<file path="src/rtl/fetch_controller_if.sv">
// Bundles the ROM request/response channel and the decode-side output
// channel of the fetch controller. The controller is the master of both.
//
// Handshake rule for every valid/ready pair here: a transfer happens in a
// cycle where valid && ready are both 1 at the rising clock edge. A
// request's valid may be withdrawn before it is accepted; the response
// channel has no ready and is always taken.
interface fetch_controller_if #(
    parameter int unsigned ADDR_W = 32
);
    logic              imem_req_valid;
    logic              imem_req_ready;
    logic [ADDR_W-1:0] imem_req_addr;
    logic              imem_rsp_valid;
    logic [31:0]       imem_rsp_data;
    logic              out_valid;
    logic              out_ready;
    logic [ADDR_W-1:0] out_pc;
    logic [ADDR_W-1:0] out_next_pc;
    logic [31:0]       out_instr;

    modport master (
        output imem_req_valid, imem_req_addr,
        input  imem_req_ready, imem_rsp_valid, imem_rsp_data,
        output out_valid, out_pc, out_next_pc, out_instr,
        input  out_ready
    );

    modport slave (
        input  imem_req_valid, imem_req_addr,
        output imem_req_ready, imem_rsp_valid, imem_rsp_data,
        input  out_valid, out_pc, out_next_pc, out_instr,
        output out_ready
    );
endinterface

</file>
<file path="src/rtl/fetch_controller.sv">
// Fetch controller: owns the PC, keeps at most one ROM request in flight,
// buffers up to two returned instructions for decode and handles
// redirects from execute, dropping responses that became stale.
// dbg_state / dbg_occ expose the FSM state and buffer occupancy.
module fetch_controller #(
    parameter int unsigned       ADDR_W   = 32,
    parameter logic [ADDR_W-1:0] RESET_PC = '0
) (
    input  logic              clk,
    input  logic              reset_n,
    input  logic              fetch_enable,
    input  logic              redirect_valid,
    input  logic [ADDR_W-1:0] redirect_target,
    fetch_controller_if.master bus,
    output logic [1:0]        dbg_state,
    output logic [1:0]        dbg_occ
);
    typedef enum logic [1:0] {
        ST_IDLE    = 2'd0,
        ST_RUN     = 2'd1,
        ST_DISCARD = 2'd2
    } state_e;

    localparam logic [ADDR_W-1:0] PC_STEP = ADDR_W'(4);

    state_e            state_q, state_d;
    logic [ADDR_W-1:0] pc_q, pc_d;
    logic [ADDR_W-1:0] pend_pc_q, pend_pc_d;
    logic              outstanding_q, outstanding_d;
    logic [1:0]        occ_q, occ_d;
    logic [ADDR_W-1:0] buf_pc_q [2];
    logic [ADDR_W-1:0] buf_pc_d [2];
    logic [31:0]       buf_instr_q [2];
    logic [31:0]       buf_instr_d [2];

    logic       pop;
    logic       rsp_take;
    logic       push;
    logic       req_valid;
    logic       req_fire;
    logic       issue_state;
    logic [2:0] reserve;
    logic [1:0] tail;
    logic       unused_target_lsbs;

    // Target bits [1:0] are forced to zero, so they are deliberately unused.
    assign unused_target_lsbs = ^redirect_target[1:0];

    // Issue decision: a request only goes out if a buffer slot is reserved for it.
    always_comb begin
        pop      = (occ_q != 2'd0) && bus.out_ready;
        // A response with nothing outstanding (e.g. one that straddled a
        // reset) belongs to no request and is ignored.
        rsp_take = bus.imem_rsp_valid && outstanding_q;
        reserve  = {1'b0, occ_q} + {2'b00, outstanding_q} - {2'b00, pop};
        // The stale response landing in DISCARD frees the request slot, so the
        // next request to the redirect target can leave in that same cycle.
        issue_state = (state_q == ST_RUN) || ((state_q == ST_DISCARD) && rsp_take);
        req_valid = issue_state && fetch_enable && !redirect_valid &&
                    (!outstanding_q || rsp_take) && (reserve < 3'd2);
        req_fire  = req_valid && bus.imem_req_ready;
    end

    // Next-state for FSM, PC, outstanding flag and the 2-entry buffer.
    always_comb begin
        state_d       = state_q;
        pc_d          = pc_q;
        pend_pc_d     = pend_pc_q;
        outstanding_d = outstanding_q;
        occ_d         = occ_q;
        buf_pc_d      = buf_pc_q;
        buf_instr_d   = buf_instr_q;
        push          = 1'b0;
        tail          = occ_q - {1'b0, pop};

        case (state_q)
            ST_IDLE:    state_d = ST_RUN;
            ST_RUN:     if (redirect_valid && outstanding_q && !rsp_take) state_d = ST_DISCARD;
            ST_DISCARD: if (rsp_take) state_d = ST_RUN;
            default:    state_d = ST_IDLE;
        endcase

        if (rsp_take) outstanding_d = 1'b0;
        if (req_fire) begin
            outstanding_d = 1'b1;
            pc_d          = pc_q + PC_STEP;
            pend_pc_d     = pc_q;
        end

        push = rsp_take && (state_q == ST_RUN) && !redirect_valid;

        if (redirect_valid) begin
            // Flush: everything buffered is younger than the redirecting branch.
            pc_d  = {redirect_target[ADDR_W-1:2], 2'b00};
            occ_d = 2'd0;
        end else begin
            if (pop) begin
                buf_pc_d[0]    = buf_pc_q[1];
                buf_instr_d[0] = buf_instr_q[1];
            end
            if (push) begin
                if (tail == 2'd0) begin
                    buf_pc_d[0]    = pend_pc_q;
                    buf_instr_d[0] = bus.imem_rsp_data;
                end else begin
                    buf_pc_d[1]    = pend_pc_q;
                    buf_instr_d[1] = bus.imem_rsp_data;
                end
            end
            occ_d = occ_q + {1'b0, push} - {1'b0, pop};
        end
    end

    // State register with synchronous active-low reset.
    always_ff @(posedge clk) begin
        if (!reset_n) begin
            state_q       <= ST_IDLE;
            pc_q          <= RESET_PC;
            pend_pc_q     <= '0;
            outstanding_q <= 1'b0;
            occ_q         <= 2'd0;
            buf_pc_q      <= '{default: '0};
            buf_instr_q   <= '{default: '0};
        end else begin
            state_q       <= state_d;
            pc_q          <= pc_d;
            pend_pc_q     <= pend_pc_d;
            outstanding_q <= outstanding_d;
            occ_q         <= occ_d;
            buf_pc_q      <= buf_pc_d;
            buf_instr_q   <= buf_instr_d;
        end
    end

    assign bus.imem_req_valid = req_valid;
    assign bus.imem_req_addr  = pc_q;
    assign bus.out_valid      = (occ_q != 2'd0);
    assign bus.out_pc         = buf_pc_q[0];
    assign bus.out_next_pc    = buf_pc_q[0] + PC_STEP;
    assign bus.out_instr      = buf_instr_q[0];
    assign dbg_state          = state_q;
    assign dbg_occ            = occ_q;
endmodule
</file>
<file path="src/flat_wrapper.sv">
// flat-port wrapper written by rule: the top's interface ports become plain ports
module fetch_controller_flat 
#(
    parameter int unsigned       ADDR_W   = 32,
    parameter logic [ADDR_W-1:0] RESET_PC = '0
)
  (clk, reset_n, fetch_enable, redirect_valid, redirect_target, dbg_state, dbg_occ, bus_imem_req_valid, bus_imem_req_addr, bus_imem_req_ready, bus_imem_rsp_valid, bus_imem_rsp_data, bus_out_valid, bus_out_pc, bus_out_next_pc, bus_out_instr, bus_out_ready);
  fetch_controller_if #(.ADDR_W(ADDR_W)) bus_i ();
  input  logic clk;
  input  logic reset_n;
  input  logic fetch_enable;
  input  logic redirect_valid;
  input  logic [ADDR_W-1:0] redirect_target;
  output logic [1:0] dbg_state;
  output logic [1:0] dbg_occ;
  output wire logic [$bits(bus_i.imem_req_valid)-1:0] bus_imem_req_valid;
  output wire logic [$bits(bus_i.imem_req_addr)-1:0] bus_imem_req_addr;
  input wire logic [$bits(bus_i.imem_req_ready)-1:0] bus_imem_req_ready;
  input wire logic [$bits(bus_i.imem_rsp_valid)-1:0] bus_imem_rsp_valid;
  input wire logic [$bits(bus_i.imem_rsp_data)-1:0] bus_imem_rsp_data;
  output wire logic [$bits(bus_i.out_valid)-1:0] bus_out_valid;
  output wire logic [$bits(bus_i.out_pc)-1:0] bus_out_pc;
  output wire logic [$bits(bus_i.out_next_pc)-1:0] bus_out_next_pc;
  output wire logic [$bits(bus_i.out_instr)-1:0] bus_out_instr;
  input wire logic [$bits(bus_i.out_ready)-1:0] bus_out_ready;
  assign bus_imem_req_valid = bus_i.imem_req_valid;
  assign bus_imem_req_addr = bus_i.imem_req_addr;
  assign bus_i.imem_req_ready = bus_imem_req_ready;
  assign bus_i.imem_rsp_valid = bus_imem_rsp_valid;
  assign bus_i.imem_rsp_data = bus_imem_rsp_data;
  assign bus_out_valid = bus_i.out_valid;
  assign bus_out_pc = bus_i.out_pc;
  assign bus_out_next_pc = bus_i.out_next_pc;
  assign bus_out_instr = bus_i.out_instr;
  assign bus_i.out_ready = bus_out_ready;
  fetch_controller #(.ADDR_W(ADDR_W), .RESET_PC(RESET_PC)) u_core (.clk(clk), .reset_n(reset_n), .fetch_enable(fetch_enable), .redirect_valid(redirect_valid), .redirect_target(redirect_target), .bus(bus_i), .dbg_state(dbg_state), .dbg_occ(dbg_occ));
endmodule
</file>
<file path="config.mk">
export PLATFORM = sky130hd
export DESIGN_NAME = fetch_controller_flat
export DESIGN_NICKNAME = d
export VERILOG_FILES = /design/src/rtl/fetch_controller_if.sv /design/src/rtl/fetch_controller.sv /design/src/flat_wrapper.sv
export SDC_FILE = /design/constraint.sdc
export NUM_CORES = 1
export LEC_CHECK = 0
export BUFFER_PORTS_ARGS = -buffer_cell sky130_fd_sc_hd__buf_2
export CORE_ASPECT_RATIO = 0.75
export CORE_MARGIN = 2
export CORE_UTILIZATION = 25
export CTS_BUF_LIST = sky130_fd_sc_hd__clkbuf_16
export CTS_CLUSTER_DIAMETER = 120
export DETAILED_ROUTE_END_ITERATION = 16
export SLEW_MARGIN = 15
export SYNTH_ARGS = -nofsm -noshare
export SYNTH_HDL_FRONTEND = slang
export SYNTH_SLANG_ARGS = --single-unit
export TNS_END_PERCENT = 10
</file>
<file path="constraint.sdc">
create_clock -name clk -period 3.8 [get_ports clk]
set_input_delay 0.19 -clock clk [delete_from_list [all_inputs] [get_ports clk]]
set_output_delay 0.19 -clock clk [all_outputs]
set_load 0.005 [all_outputs]
</file>
==> flow_summary.yaml, run 1 <==
yosys:
  synthFlopType: "dfxtp_1"
  netlist_area_um2: 9060
  synth_top_area_share_pct: 42.20
  ys_seq_area_share_pct: 42.20
  synth_cell_types: 53
  synth_edf_count: 0
  ys_async_sr_fraction_pct: 0
  synth_area_leader_cell: "dfxtp_1"
  ys_seq_elements: 191
  yosys-top-cells-area: "dfxtp_1, nand2_1, a21oi_1, buf_4, nor2_1"
  syn_inst: 1163
  ys_top_cells_by_count: "nand2_1, dfxtp_1, a21oi_1"
  syn-mean-instance-area_um2: 7.790
  ys_warn_count: 0
  synth_most_common_cell: "nand2_1"
layout:
  final_core_util_pct: 30.19
  fin_nets: 1354
  drive_above_1_share_pct: 21.63
  n_antenna_cell: 0
  stdcell_area_um2: 10810
  syn_to_final_growth_pct: 19.31
sta:
  period_share_pct: 85.97
  hold_viol_final: 0
  timing.hold.ws_ns: 0.02010
  tightestPinTransition_ns: 0.9310
  max_slew_margin_pct: 37.70
  finalCriticalPeriod_ns: 3.267
  slew_viol_final: 0
  final.setup.tns_ns: 0
  rsz0062_at_grt: "false"
  setup_violations: 0
  max_freq_mhz: 306.1
  finalClockSkew_ns: 0.01424
floorplanning:
  initial_utilization_pct: 25.30
  io-pin-count: 205
  coreArea_um2: 35810
  fp-row-count: 60
  chipHeight_um: 168.9
  dieWidth_um: 223.8
  die_area_um2: 37790
clocking:
  cts_tree: "built"
  clk_latency_ns: 0.44
  clk_path_buf_depth: 2
  cts-htree-levels: 4
  cts_hold_buf: 27
  cts_buffers: 17
  ctsRootBufferMaster: "clkbuf_16"
  path_clk_slew_ns: 0.07
  cts_resized: 0
  cts_setup_buffers: 0
  clkSinkCount: 191
critical_path:
  crit_path_max_fanout: 58
  cp-end-kind: "register"
  worstReg2RegStart: "u_core.dbg_occ[1]"
  cp.required_ns: 4.15
  crit_start: "u_core.dbg_occ[1]"
  crit_type: "reg -> reg"
  critical_path_arrival_ns: 3.62
  startpoint_type: "register"
place:
  dpl.hpwl_um: 20580
  post_dp_cell_area_um2: 10000
  io_buffer_count: 200
  place.gp.congestion: 0.7944
detailed_routing:
  drc: 0
  routed-via-count: 8467
  routed_wirelength_um: 30250
  wire_per_inst_um: 17.24
  routed_via_density: 4.825
  drt_iter0_drc: 551
  first_pass_iters: 5
  ant_nets: 0
global_route:
  grtUsageTotal_pct: 15.72
  globalRouteOverflowTotal: 0
  grt_pass1_wl_um: 45740
  grt_max_degree: 96
  antenna_found_initial: 1
  first_global_vias: 7576
flow_run:
  cap_violations: 0
power:
  powerDensity_nw_per_um2: 374.1
  ir_drop_mv: 0.2296
  p_leak_nw: 4.123
status:
  outcome: "completed"
worst_hold_path:
  hold_start: "bus_imem_rsp_data[1]"
  min_path_type: "in -> reg"
==> worst max-delay path, cell delays in order (launching register included) <==
cell and delay [ns]:
dfxtp_1 0.50, o21ai_4 0.14, or2_2 0.32, ha_1 0.40
or3b_4 0.69, a21oi_4 0.75, nor2_1 0.12, a211oi_2 0.24
==> per-layer routing <==
layer  track usage [%]  share of wire, %
met5                 0                 0
met4             3.971               1.4
met3             3.489               6.3
met2             21.36                40
met1             24.45                52
==> final timing paths <==
path,endpoint,slack [ns],cells after the start
min reg2reg,u_core.buf_instr_q[21],0.45,2
max,u_core.bus.out_instr[25],0.53,7
max reg2reg,u_core.bus.out_instr[25],0.53,7
min,u_core.buf_instr_q[1],0.02,3
==> flip-flops by register name (all words and copies together), names as in the netlist <==
name / count
u_core.buf_pc_q: 30
u_core.dbg_occ: 2
u_core.bus.out_pc: 32
u_core.bus.out_instr: 32
u_core.outstanding_q: 1
u_core.pend_pc_q: 30
u_core.bus.imem_req_addr: 30
u_core.dbg_state: 2
u_core.buf_instr_q: 32
==> area by class of cell <==
| cell class | instances | area (um^2) |
|---|---|---|
| clock buffer | 17 | 425.4 |
| clock inverter | 14 | 110.1 |
| fill | 3814 | 25000 |
| inverter | 15 | 61.31 |
| multi-input combinational | 810 | 4378 |
| sequential | 191 | 3824 |
| tap | 465 | 581.8 |
| timing repair buffer | 243 | 1429 |
==> layout by cell type (no fill, tap or decap), types with 4 or more instances in the layout <==
cell	netlist	routed
inv_1	15	14
nor2_1	83	81
nand4_1	14	14
or3_1	25	25
dfxtp_1	191	191
nor4_1	6	6
and3_1	22	22
o21ai_0	57	57
a31oi_1	6	6
and2_1	4	4
clkbuf_16	0	17
buf_4	70	13
nand3_1	20	20
a21oi_1	131	131
a32oi_1	6	6
ha_1	4	4
xor2_1	13	13
and4_1	4	4
nand2_1	259	259
o21ai_1	28	27
inv_6	0	5
nor3_1	10	10
xnor2_1	25	25
dlygate4sd3_1	0	27
buf_2	13	200
nand2b_1	4	4
a311oi_1	29	29
o21a_1	5	4
a211oi_2	20	20
==> power breakdown <==
group / switching, mW / internal [mW] / total, mW
registers: 0.0431 / 2.03 / 2.07
clock network: 0.885 / 0.850 / 1.73
logic: 0.143 / 0.0975 / 0.240
total: 1.07 / 2.97 / 4.04
==> kinds of logic after synthesis <==
family / share of synthesized area (%)
AND/OR/NAND/NOR: 22.51
AO/OA/AOI/OAI: 20.81
flip-flops: 42.20
buffers and inverters: 9.833
XOR/XNOR: 3.674
adder cells (fa/ha/maj): 0.7734
other: 0.04139
multiplexers: 0.1519
==> per-stage QoR <==
stage / worst slack [ns] / instances / power [mW]
after CTS: 0.5151 / 1755 / 4.083
after detailed placement: 0.5378 / 1697 / 2.333
final: 0.5330 / 1755 / 4.044
after global routing: 0.3056 / 1755 / 4.181
after global placement: 0.6122 / 1697 / 2.330
after floorplan: 0.5285 / 1164 / 2.213
Power figures use the tool's default switching activity.
==> run 2: changes to the inputs <==
CORE_UTILIZATION = 28   (was 25)
CTS_BUF_LIST = default   (was sky130_fd_sc_hd__clkbuf_16)
==> flow_summary.yaml, run 2 (synthesis gave the netlist of run 1 again) <==
floorplanning:
  fp-row-count: 57
  initial_utilization_pct: 28.23
  io-pin-count: 205
  dieWidth_um: 211.7
  die_area_um2: 33830
  coreArea_um2: 32090
  chipHeight_um: 159.8
flow_run:
  cap_violations: 0
power:
  power_frac_seq_pct: 49.8
  ir_drop_mv: 0.3297
  p_int_mw: 3.022
  switching_share_pct: 27.27
  p_leak_nw: 4.165
  power.net_switching_mw: 1.133
  comb_power_share_pct: 5.7
  power_frac_clock_pct: 44.5
  powerDensity_nw_per_um2: 383.8
clocking:
  cts-htree-levels: 4
  clkSinkCount: 191
  cts_hold_buf: 29
  ctsRootBufferMaster: "clkbuf_16"
  clk_latency_ns: 0.44
  cts_setup_buffers: 0
  cts_tree: "built"
  cts_resized: 0
  path_clk_slew_ns: 0.08
  cts_buffers: 17
  clk_path_buf_depth: 2
critical_path:
  crit_chain: "o21ai_4 -> or2_2 -> ha_1 -> or3b_4 -> a21oi_4 -> nor2_1 -> a211oi_2"
  slowest_delay_ns: 0.77
  cp-end-kind: "register"
  critPathSlowestCell: "a21oi_4"
  crit_type: "reg -> reg"
  cp.required_ns: 4.14
  critical_path_arrival_ns: 3.53
  startpoint_type: "register"
  crit_path_max_fanout: 47
  reg2reg_depth: 7
place:
  dpl.hpwl_um: 19320
  placed_cells: 1645
  place.gp.congestion: 0.8435
  io_buffer_count: 200
sta:
  rsz0062_at_grt: "false"
  max_freq_mhz: 313.3
  max_slew_margin_pct: 42.93
  finalCriticalPeriod_ns: 3.192
  finalClockSkew_ns: 0.01676
  slew_viol_final: 0
  setup_violations: 0
  period_share_pct: 83.99
  final.setup.tns_ns: 0
  hold_viol_final: 0
  tightestPinTransition_ns: 0.8529
layout:
  layout.cells.non_filler: 1706
  fin_nets: 1356
  nFillCells: 3420
  drive_above_1_share_pct: 21.89
  syn_to_final_growth_pct: 19.50
  layout_common_cells: "nand2_1, buf_2, dfxtp_1"
  final_common_cell: "nand2_1"
  n_antenna_cell: 0
global_route:
  globalRouteOverflowTotal: 0
  grt_max_degree: 64
  first_global_vias: 7742
  grtUsageTotal_pct: 17.12
  grt_pass1_wl_um: 45240
  antenna_found_initial: 1
detailed_routing:
  routed_wirelength_um: 29240
  routed_via_density: 4.942
  first_pass_iters: 6
  ant_nets: 0
  drt_iter0_drc: 622
  routed-via-count: 8431
  drc: 0
  wire_per_inst_um: 17.14
worst_hold_path:
  hold_depth: 3
  min_path_type: "in -> reg"
status:
  outcome: "completed"
[run 2: cell count changes in the layout (fill, tap and decap cells not counted), moves of 2 or more]
cell,delta
buf_12,-2
buf_4,+2
clkinv_4,-2
clkinv_8,+7
clkinvlp_4,-3
dlygate4sd3_1,+2
[run 2: power by group through the flow]
stage	clock (mW)	sequential, mW	combinational, mW
finish	1.85	2.07	0.239
global route	1.98	2.07	0.262
CTS	1.91	2.07	0.238
detailed placement	0	2.11	0.214
global placement	0	2.12	0.212
floorplan	0	2.10	0.113
[run 2: layout make-up]
cell class              count  area, um^2  share of cell area, %
clock buffers              17       425.4                  3.929
clock inverters            15       187.7                  1.734
inverters                  15       61.31                 0.5663
multi-input cells         810        4388                  40.53
flip-flops and latches    191        3824                  35.32
well taps                 413       516.7                  4.773
repair buffers            245        1424                  13.15
[run 2: worst paths after layout]
| path | slack, ns | endpoint | startpoint |
|---|---|---|---|
| worst max-delay path | 0.61 | u_core.bus.out_instr[6] | u_core.dbg_occ[1] |
| worst min-delay path | 0.02 | u_core.buf_instr_q[2] | bus_imem_rsp_data[2] |
| worst max register to register | 0.61 | u_core.bus.out_instr[6] | u_core.dbg_occ[1] |
| worst min register to register | 0.45 | u_core.bus.out_instr[5] | u_core.bus.out_instr[5] |
[run 2: metrics by stage]
stage | instance area, um^2 | utilization (%) | setup slack, ns | total power [mW] | hold WS (ns)
2_1_floorplan | 9064 | - | 0.5285 | 2.213 | 0.3260
3_3_place_gp | 9918 | 30.90 | 0.7133 | 2.327 | 0.4355
3_5_place_dp | 9918 | 30.90 | 0.5991 | 2.328 | 0.4420
4_1_cts | 10820 | 33.72 | 0.5567 | 4.212 | 0.003332
5_1_grt | 10830 | 33.73 | 0.3782 | 4.315 | 0.004505
6_report | 10830 | 33.73 | 0.6084 | 4.155 | 0.02119
[run 2: worst max-delay path, delay by kind of cell (launching register included)]
family	cells	cell delay [ns]
adder cells (fa/ha/maj)	1	0.41
AO/OA/AOI/OAI	3	1.09
AND/OR/NAND/NOR	3	1.07
flip-flops	1	0.51
[run 2: metal layers]
layer	up-vias	track usage (%)	wire [um]
met4	0	3.137	199
li1	4165	-	-
met3	12	2.950	1682
met2	289	23.53	11540
met1	3965	27.43	15820
met5	-	0	0
